===== config.mk =====
export PLATFORM = sky130hd
export DESIGN_NAME = stream_rr_arbiter_flat
export DESIGN_NICKNAME = d
export VERILOG_FILES = /design/src/rtl/xbar_pkg.sv /design/src/rtl/stream_rr_arbiter_if.sv /design/src/rtl/stream_rr_arbiter_rr_pick.sv /design/src/rtl/stream_rr_arbiter.sv /design/src/flat_wrapper.sv
export SDC_FILE = /design/constraint.sdc
export NUM_CORES = 1
export LEC_CHECK = 0
export CAP_MARGIN = 10
export CORE_UTILIZATION = 33
export DETAILED_ROUTE_END_ITERATION = 7
export GPL_TIMING_DRIVEN = 0
export PLACE_DENSITY = 0.62
export REMOVE_ABC_BUFFERS = 1
export SLEW_MARGIN = 20
export SYNTH_ARGS = -nofsm -noshare
export SYNTH_HDL_FRONTEND = slang
export SYNTH_SLANG_ARGS = --single-unit

===== constraint.sdc =====
create_clock -name clk -period 9.1 [get_ports clk]
set_input_delay 1.82 -clock clk [delete_from_list [all_inputs] [get_ports clk]]
set_output_delay 1.82 -clock clk [all_outputs]
set_load 0.1 [all_outputs]

===== src/rtl/xbar_pkg.sv =====
// xbar_pkg: shared arbitration modes and one-hot/index helpers for the crossbar.
package xbar_pkg;
  localparam int ARB_RR = 0;
  localparam int ARB_FIXED = 1;
  function automatic logic [31:0] idx2oh(input logic [31:0] idx);
    return 32'd1 << idx;
  endfunction
  function automatic logic [31:0] oh2idx(input logic [31:0] oh);
    logic [31:0] r;
    r = '0;
    for (int i = 0; i < 32; i++) if (oh[i]) r = 32'(i);
    return r;
  endfunction
endpackage


===== src/rtl/stream_rr_arbiter_if.sv =====
// stream_rr_arbiter_if: request/handshake bundle between sources, arbiter and master mux.
interface stream_rr_arbiter_if #(parameter int N = 5, parameter int W = $clog2(N)) ();
  logic [N-1:0] s_valid_i;
  logic [N-1:0] s_last_i;
  logic         m_ready_i;
  logic [N-1:0] grant_o;
  logic         m_valid_o;
  logic         m_last_o;
  logic [W-1:0] m_id_o;
  logic         busy_o;
  modport slave (input s_valid_i, s_last_i, m_ready_i, output grant_o, m_valid_o, m_last_o, m_id_o, busy_o);
  modport master (output s_valid_i, s_last_i, m_ready_i, input grant_o, m_valid_o, m_last_o, m_id_o, busy_o);
endinterface


===== src/rtl/stream_rr_arbiter_rr_pick.sv =====
// rr_pick: combinational winner select, rotating from ptr_i or fixed lowest-index first.
module rr_pick import xbar_pkg::*; #(
  parameter int N = 5,
  parameter int W = $clog2(N)
) (
  input  logic [N-1:0] req_i,
  input  logic [N-1:0] mask_i,
  input  logic [W-1:0] ptr_i,
  input  logic         mode_i,
  output logic [N-1:0] onehot_o,
  output logic [W-1:0] idx_o,
  output logic         any_o
);
  logic [N-1:0] req;
  int p;
  always_comb begin
    req = req_i & ~mask_i;
    onehot_o = '0;
    p = 0;
    for (int k = 0; k < N; k++) begin
      p = mode_i ? k : int'(ptr_i) + k;
      p = p >= N ? p - N : p;
      if (onehot_o == '0 && req[p]) onehot_o = N'(idx2oh(32'(p)));
    end
  end
  assign idx_o = W'(oh2idx(32'(onehot_o)));
  assign any_o = |req;
endmodule


===== src/rtl/stream_rr_arbiter.sv =====
// stream_rr_arbiter: packet-locking source arbiter for one crossbar master port.
module stream_rr_arbiter import xbar_pkg::*; #(
  parameter int S_DATA_COUNT  = 5,
  parameter int T_ID___WIDTH  = $clog2(S_DATA_COUNT),
  parameter int ARB_MODE      = ARB_RR,
  parameter int MAX_PKT_BEATS = 0
) (
  input logic clk,
  input logic rst,
  stream_rr_arbiter_if.slave bus
);
  localparam int N = S_DATA_COUNT;
  localparam int W = T_ID___WIDTH;
  localparam int BW = MAX_PKT_BEATS > 0 ? $clog2(MAX_PKT_BEATS + 1) : 1;
  localparam logic [0:0] IDLE = 1'b0;
  localparam logic [0:0] LOCKED = 1'b1;
  logic [0:0]    state_q, state_d;
  logic [W-1:0]  id_q, id_d, ptr_q, ptr_d, nxt_id, pick_ptr, pick_idx;
  logic [N-1:0]  grant_q, grant_d, pick_mask, pick_oh;
  logic [BW-1:0] cnt_q, cnt_d;
  logic          locked, beat, max_hit, rel, pick_any;
  assign locked = state_q == LOCKED;
  assign beat = locked & bus.s_valid_i[id_q] & bus.m_ready_i;
  assign max_hit = int'(cnt_q) + 1 == MAX_PKT_BEATS;
  assign rel = beat & (bus.s_last_i[id_q] | max_hit);
  assign nxt_id = id_q == W'(N - 1) ? '0 : id_q + 1'b1;
  // On release the finishing source is masked so another requester can take over without a bubble.
  assign pick_mask = rel ? N'(idx2oh(32'(id_q))) : '0;
  assign pick_ptr = rel ? nxt_id : ptr_q;
  rr_pick #(.N(N), .W(W)) u_pick (
    .req_i    (bus.s_valid_i),
    .mask_i   (pick_mask),
    .ptr_i    (pick_ptr),
    .mode_i   (ARB_MODE == ARB_FIXED),
    .onehot_o (pick_oh),
    .idx_o    (pick_idx),
    .any_o    (pick_any)
  );
  always_comb begin
    state_d = state_q;
    id_d = id_q;
    grant_d = grant_q;
    ptr_d = ptr_q;
    cnt_d = cnt_q;
    if (!locked || rel) begin
      ptr_d = pick_ptr;
      state_d = pick_any ? LOCKED : IDLE;
      grant_d = pick_oh;
      id_d = pick_any ? pick_idx : id_q;
      cnt_d = '0;
    end else if (beat) begin
      cnt_d = cnt_q + 1'b1;
    end
  end
  always_ff @(posedge clk) begin
    if (rst) begin
      state_q <= IDLE;
      id_q <= '0;
      grant_q <= '0;
      ptr_q <= '0;
      cnt_q <= '0;
    end else begin
      state_q <= state_d;
      id_q <= id_d;
      grant_q <= grant_d;
      ptr_q <= ptr_d;
      cnt_q <= cnt_d;
    end
  end
  assign bus.grant_o = grant_q;
  assign bus.busy_o = locked;
  assign bus.m_id_o = id_q;
  assign bus.m_valid_o = locked & bus.s_valid_i[id_q];
  assign bus.m_last_o = locked & bus.s_last_i[id_q];
endmodule


===== src/flat_wrapper.sv =====
// flat-port wrapper written by rule: the top's interface ports become plain ports
module stream_rr_arbiter_flat import xbar_pkg::*;
#(
  parameter int S_DATA_COUNT  = 5,
  parameter int T_ID___WIDTH  = $clog2(S_DATA_COUNT),
  parameter int ARB_MODE      = ARB_RR,
  parameter int MAX_PKT_BEATS = 0
)
  (clk, rst, bus_s_valid_i, bus_s_last_i, bus_m_ready_i, bus_grant_o, bus_m_valid_o, bus_m_last_o, bus_m_id_o, bus_busy_o);
  stream_rr_arbiter_if #(.N(5)) bus_i ();
  input logic clk;
  input logic rst;
  input wire logic [$bits(bus_i.s_valid_i)-1:0] bus_s_valid_i;
  input wire logic [$bits(bus_i.s_last_i)-1:0] bus_s_last_i;
  input wire logic [$bits(bus_i.m_ready_i)-1:0] bus_m_ready_i;
  output wire logic [$bits(bus_i.grant_o)-1:0] bus_grant_o;
  output wire logic [$bits(bus_i.m_valid_o)-1:0] bus_m_valid_o;
  output wire logic [$bits(bus_i.m_last_o)-1:0] bus_m_last_o;
  output wire logic [$bits(bus_i.m_id_o)-1:0] bus_m_id_o;
  output wire logic [$bits(bus_i.busy_o)-1:0] bus_busy_o;
  assign bus_i.s_valid_i = bus_s_valid_i;
  assign bus_i.s_last_i = bus_s_last_i;
  assign bus_i.m_ready_i = bus_m_ready_i;
  assign bus_grant_o = bus_i.grant_o;
  assign bus_m_valid_o = bus_i.m_valid_o;
  assign bus_m_last_o = bus_i.m_last_o;
  assign bus_m_id_o = bus_i.m_id_o;
  assign bus_busy_o = bus_i.busy_o;
  stream_rr_arbiter #(.S_DATA_COUNT(S_DATA_COUNT), .T_ID___WIDTH(T_ID___WIDTH), .ARB_MODE(ARB_MODE), .MAX_PKT_BEATS(MAX_PKT_BEATS)) u_core (.clk(clk), .rst(rst), .bus(bus_i));
endmodule

==> impl_metrics.toml <==
[grt]
grt_pass1_vias = 2836
grt_pass1_wl_um = 14620
grt.overflow.total = 0
grt_max_degree = 23
antenna_found_initial = 0
grt_usage_pct = 20.95

[sta]
worstMarginPinSlew_ns = 0.9746
tns_ns = 0
finalMaxSlewViolations = 0
period_needed_ns = 8.570
hold_viol = 0
whs_ns = 0.4511
skew_ns = 0.001001
rsz0062_at_grt = "no"
fin_crit_sh_pct = 94.17
fmax_mhz = 116.7
maxSlewHeadroom_pct = 34.82
fin_ws_ns = 0.5301
setup_viol = 0

[clocking]
cts_resized = 0
clkLatencyLatePin_ns = 0.23
clockBufferDepth = 2
cts_buffers = 3
postCtsHoldBufs = 0
clk_pin_slew_ns = 0.05
cts_tree = "built"
htree_levels = 1
clock-root-buffer = "clkbuf_8"
cts_setup_buffers = 0
clock-sinks = 12

[critical_path]
required_ns = 9.23
setup.worst_path.end_class = "flop"
cp.arrival_ns = 8.70
cp_max_fo = 18
reg2regPathDepth = 23
worstSetupPathType = "in2reg"
start_kind = "primary input"

[floorplanning]
pin_count = 24
die_h_um = 93.95
start_util_pct = 33.96
fp.dieW_um = 93.95
dieArea_um2 = 8827
rows = 33
core_um2 = 8217

[detailed_routing]
num_vias = 3105
routedWlPerCell_um = 18.62
firstDrtPassIters = 7
first_iter_violations = 194
drtAntennaViolNets = 0
via_per_inst = 6.298
drt-total-wl_um = 9180
drc = 2

[power_and_ir_drop]
p_leak_uw = 0.001114
swShare_pct = 59.00
pwr_density_cell_nw_per_um2 = 234.2
clock_power_share_pct = 7.9
seqPwrFrac_pct = 11.2
ir_drop_uv = 68.91
intPower_uw = 296.7
p_switching_uw = 426.9
combPwrFrac_pct = 80.9

[place]
port_buffers = 23
globalplace.congestion = 0.9625
place_hpwl_um = 7044
dp_slack_ns = 0.4310

[layout]
multi_input_area_um2 = 2372
regArea_um2 = 240.2
area_growth_pct = 10.72
num_antenna_cells = 0
nets = 423
fillers = 870
drive_gt1_share_pct = 9.278
postLayoutCoreUtil_pct = 37.60

[synth]
synth_area_per_cell_um2 = 7.323
async_flop_share_pct = 0
seq_area_frac_synth_pct = 8.610
ys_ff_latch = 12
synth_ff_type = "dfxtp_1"
synth-edff-count = 0
yosysWarnings = 0
synth_top_area_share_pct = 8.969
synthCells = 381
synth_top_cell_by_area = "ha_1"
ys_types = 87
syn-cell-area_um2 = 2790
synth_area_leaders = "ha_1 9.0%, dfxtp_1 8.6%, a21oi_1 4.8%"

[run]
drv_cap = 0

[run_status]
status = "complete, but fails checks"
violations = "DRC"

[min_path]
min_path_cells = 2
min_path_type = "reg2reg"
## critical path: stages
cell	delay, ns
clkdlybuf4s50_1	0.54
a21oi_1	0.10
o221ai_2	0.24
nand4_2	0.43
o21ai_4	0.49
nand2_4	0.19
inv_1	0.52
ha_1	0.29
inv_1	0.05
ha_1	0.46
inv_1	0.22
o21ai_0	0.12
o311ai_0	0.13
or3_1	0.19
a221oi_2	0.06
or4_1	0.59
or4b_1	0.64
a31o_1	0.27
a311oi_2	0.44
nand4b_1	0.18
and2_4	0.19
a41oi_2	0.22
o2111a_1	0.25
o21ai_1	0.06
## per-layer routing
metal	vias up	global-route usage, %	part of all wire, %
met5	-	0	0
met4	0	5.385	2.1
met3	12	1.375	5.1
met2	112	35.40	46
met1	1498	28.67	47
li1	1483	-	-
## metrics by stage
stage | total power [uW] | cell area [um^2] | cells
after floorplan | 520.8 | 2665 | 361
after global placement | 647.4 | 3027 | 489
after detailed placement | 652.9 | 3027 | 489
after CTS | 712.3 | 3082 | 493
after global routing | 775.2 | 3089 | 493
final | 723.6 | 3089 | 493
## placed cells by master, fill, tap and decap left out, drive strengths merged, types with 4 or more instances in the layout
cell / n
and2: 9
o221ai: 6
clkbuf: 4
dfxtp: 12
or3: 4
or2: 6
clkdlybuf4s50: 23
nand3: 19
a211o: 5
a21oi: 28
o21a: 7
inv: 15
nand2: 37
nand2b: 5
nor2: 34
ha: 20
nand4: 7
mux2i: 9
o211ai: 11
o21ai: 25
nor3: 20
nor4: 6
a211oi: 10
a311oi: 4
## cell type report
type | instances | area share (%)
inverters | 16 | 1.944
repair buffers | 23 | 7.452
clock buffers | 4 | 1.782
multi-input cells | 333 | 76.79
flip-flops and latches | 12 | 7.776
well taps | 105 | 4.253
## state kept, by name (all words and copies together), names as in the netlist
| name | cells |
|---|---|
| u_core.bus.busy_o | 1 |
| u_core.bus.grant_o | 5 |
| u_core.bus.m_id_o | 3 |
| u_core.ptr_q | 3 |
## power by group through the flow
stage          registers [uW]  logic [uW]  clock network, uW
4_1_cts                  80.9         573               58.2
2_1_floorplan             144         377                  0
3_3_place_gp             81.6         566                  0
5_1_grt                  83.1         631               61.2
3_5_place_dp             82.1         571                  0
6_report                 81.1         585               57.3
## cells by family after synthesis
logic type / after synthesis / synth area share [%]
XOR/XNOR: 4 / 1.256
adder cells (fa/ha/maj): 21 / 9.686
buffers and inverters: 36 / 6.636
AND/OR/NAND/NOR: 165 / 32.78
multiplexers: 12 / 5.829
flip-flops: 12 / 8.610
AO/OA/AOI/OAI: 131 / 35.20
## worst paths after layout
path | start | end | slack [ns]
max reg2reg | u_core.bus.m_id_o[0] | u_core.bus.m_id_o[1] | 1.85
max | bus_s_valid_i[1] | u_core.bus.m_id_o[1] | 0.53
min | u_core.bus.grant_o[4] | u_core.bus.grant_o[4] | 0.45
min reg2reg | u_core.bus.grant_o[4] | u_core.bus.grant_o[4] | 0.45
## cell usage after synthesis (2+ instances only)
cell and n:
a211oi_1 7, nand4_1 6, clkbuf_1 11, a311o_1 2, and2_1 8, inv_1 14
a211oi_2 2, ha_1 20, a31oi_1 3, nor3b_1 3, nand2_4 2, o31a_1 2
mux2i_1 8, a2111oi_0 3, buf_6 6, o21ai_0 19, nand2b_1 5, nor4_1 6
a21oi_1 27, nand3_1 18, a311oi_1 3, a22oi_1 2, or3_1 4, and3_1 2
a21o_1 3, dfxtp_1 12, nor3_2 2, o21ai_1 5, o211ai_1 11, a211o_1 5
nand4bb_1 2, mux4_2 2, o21ba_2 2, o221ai_1 5, nor2_1 34, or2_2 5
nand2_1 35, nor3_1 18, xnor2_1 3, o21a_1 7
Power figures use the tool's default switching activity.
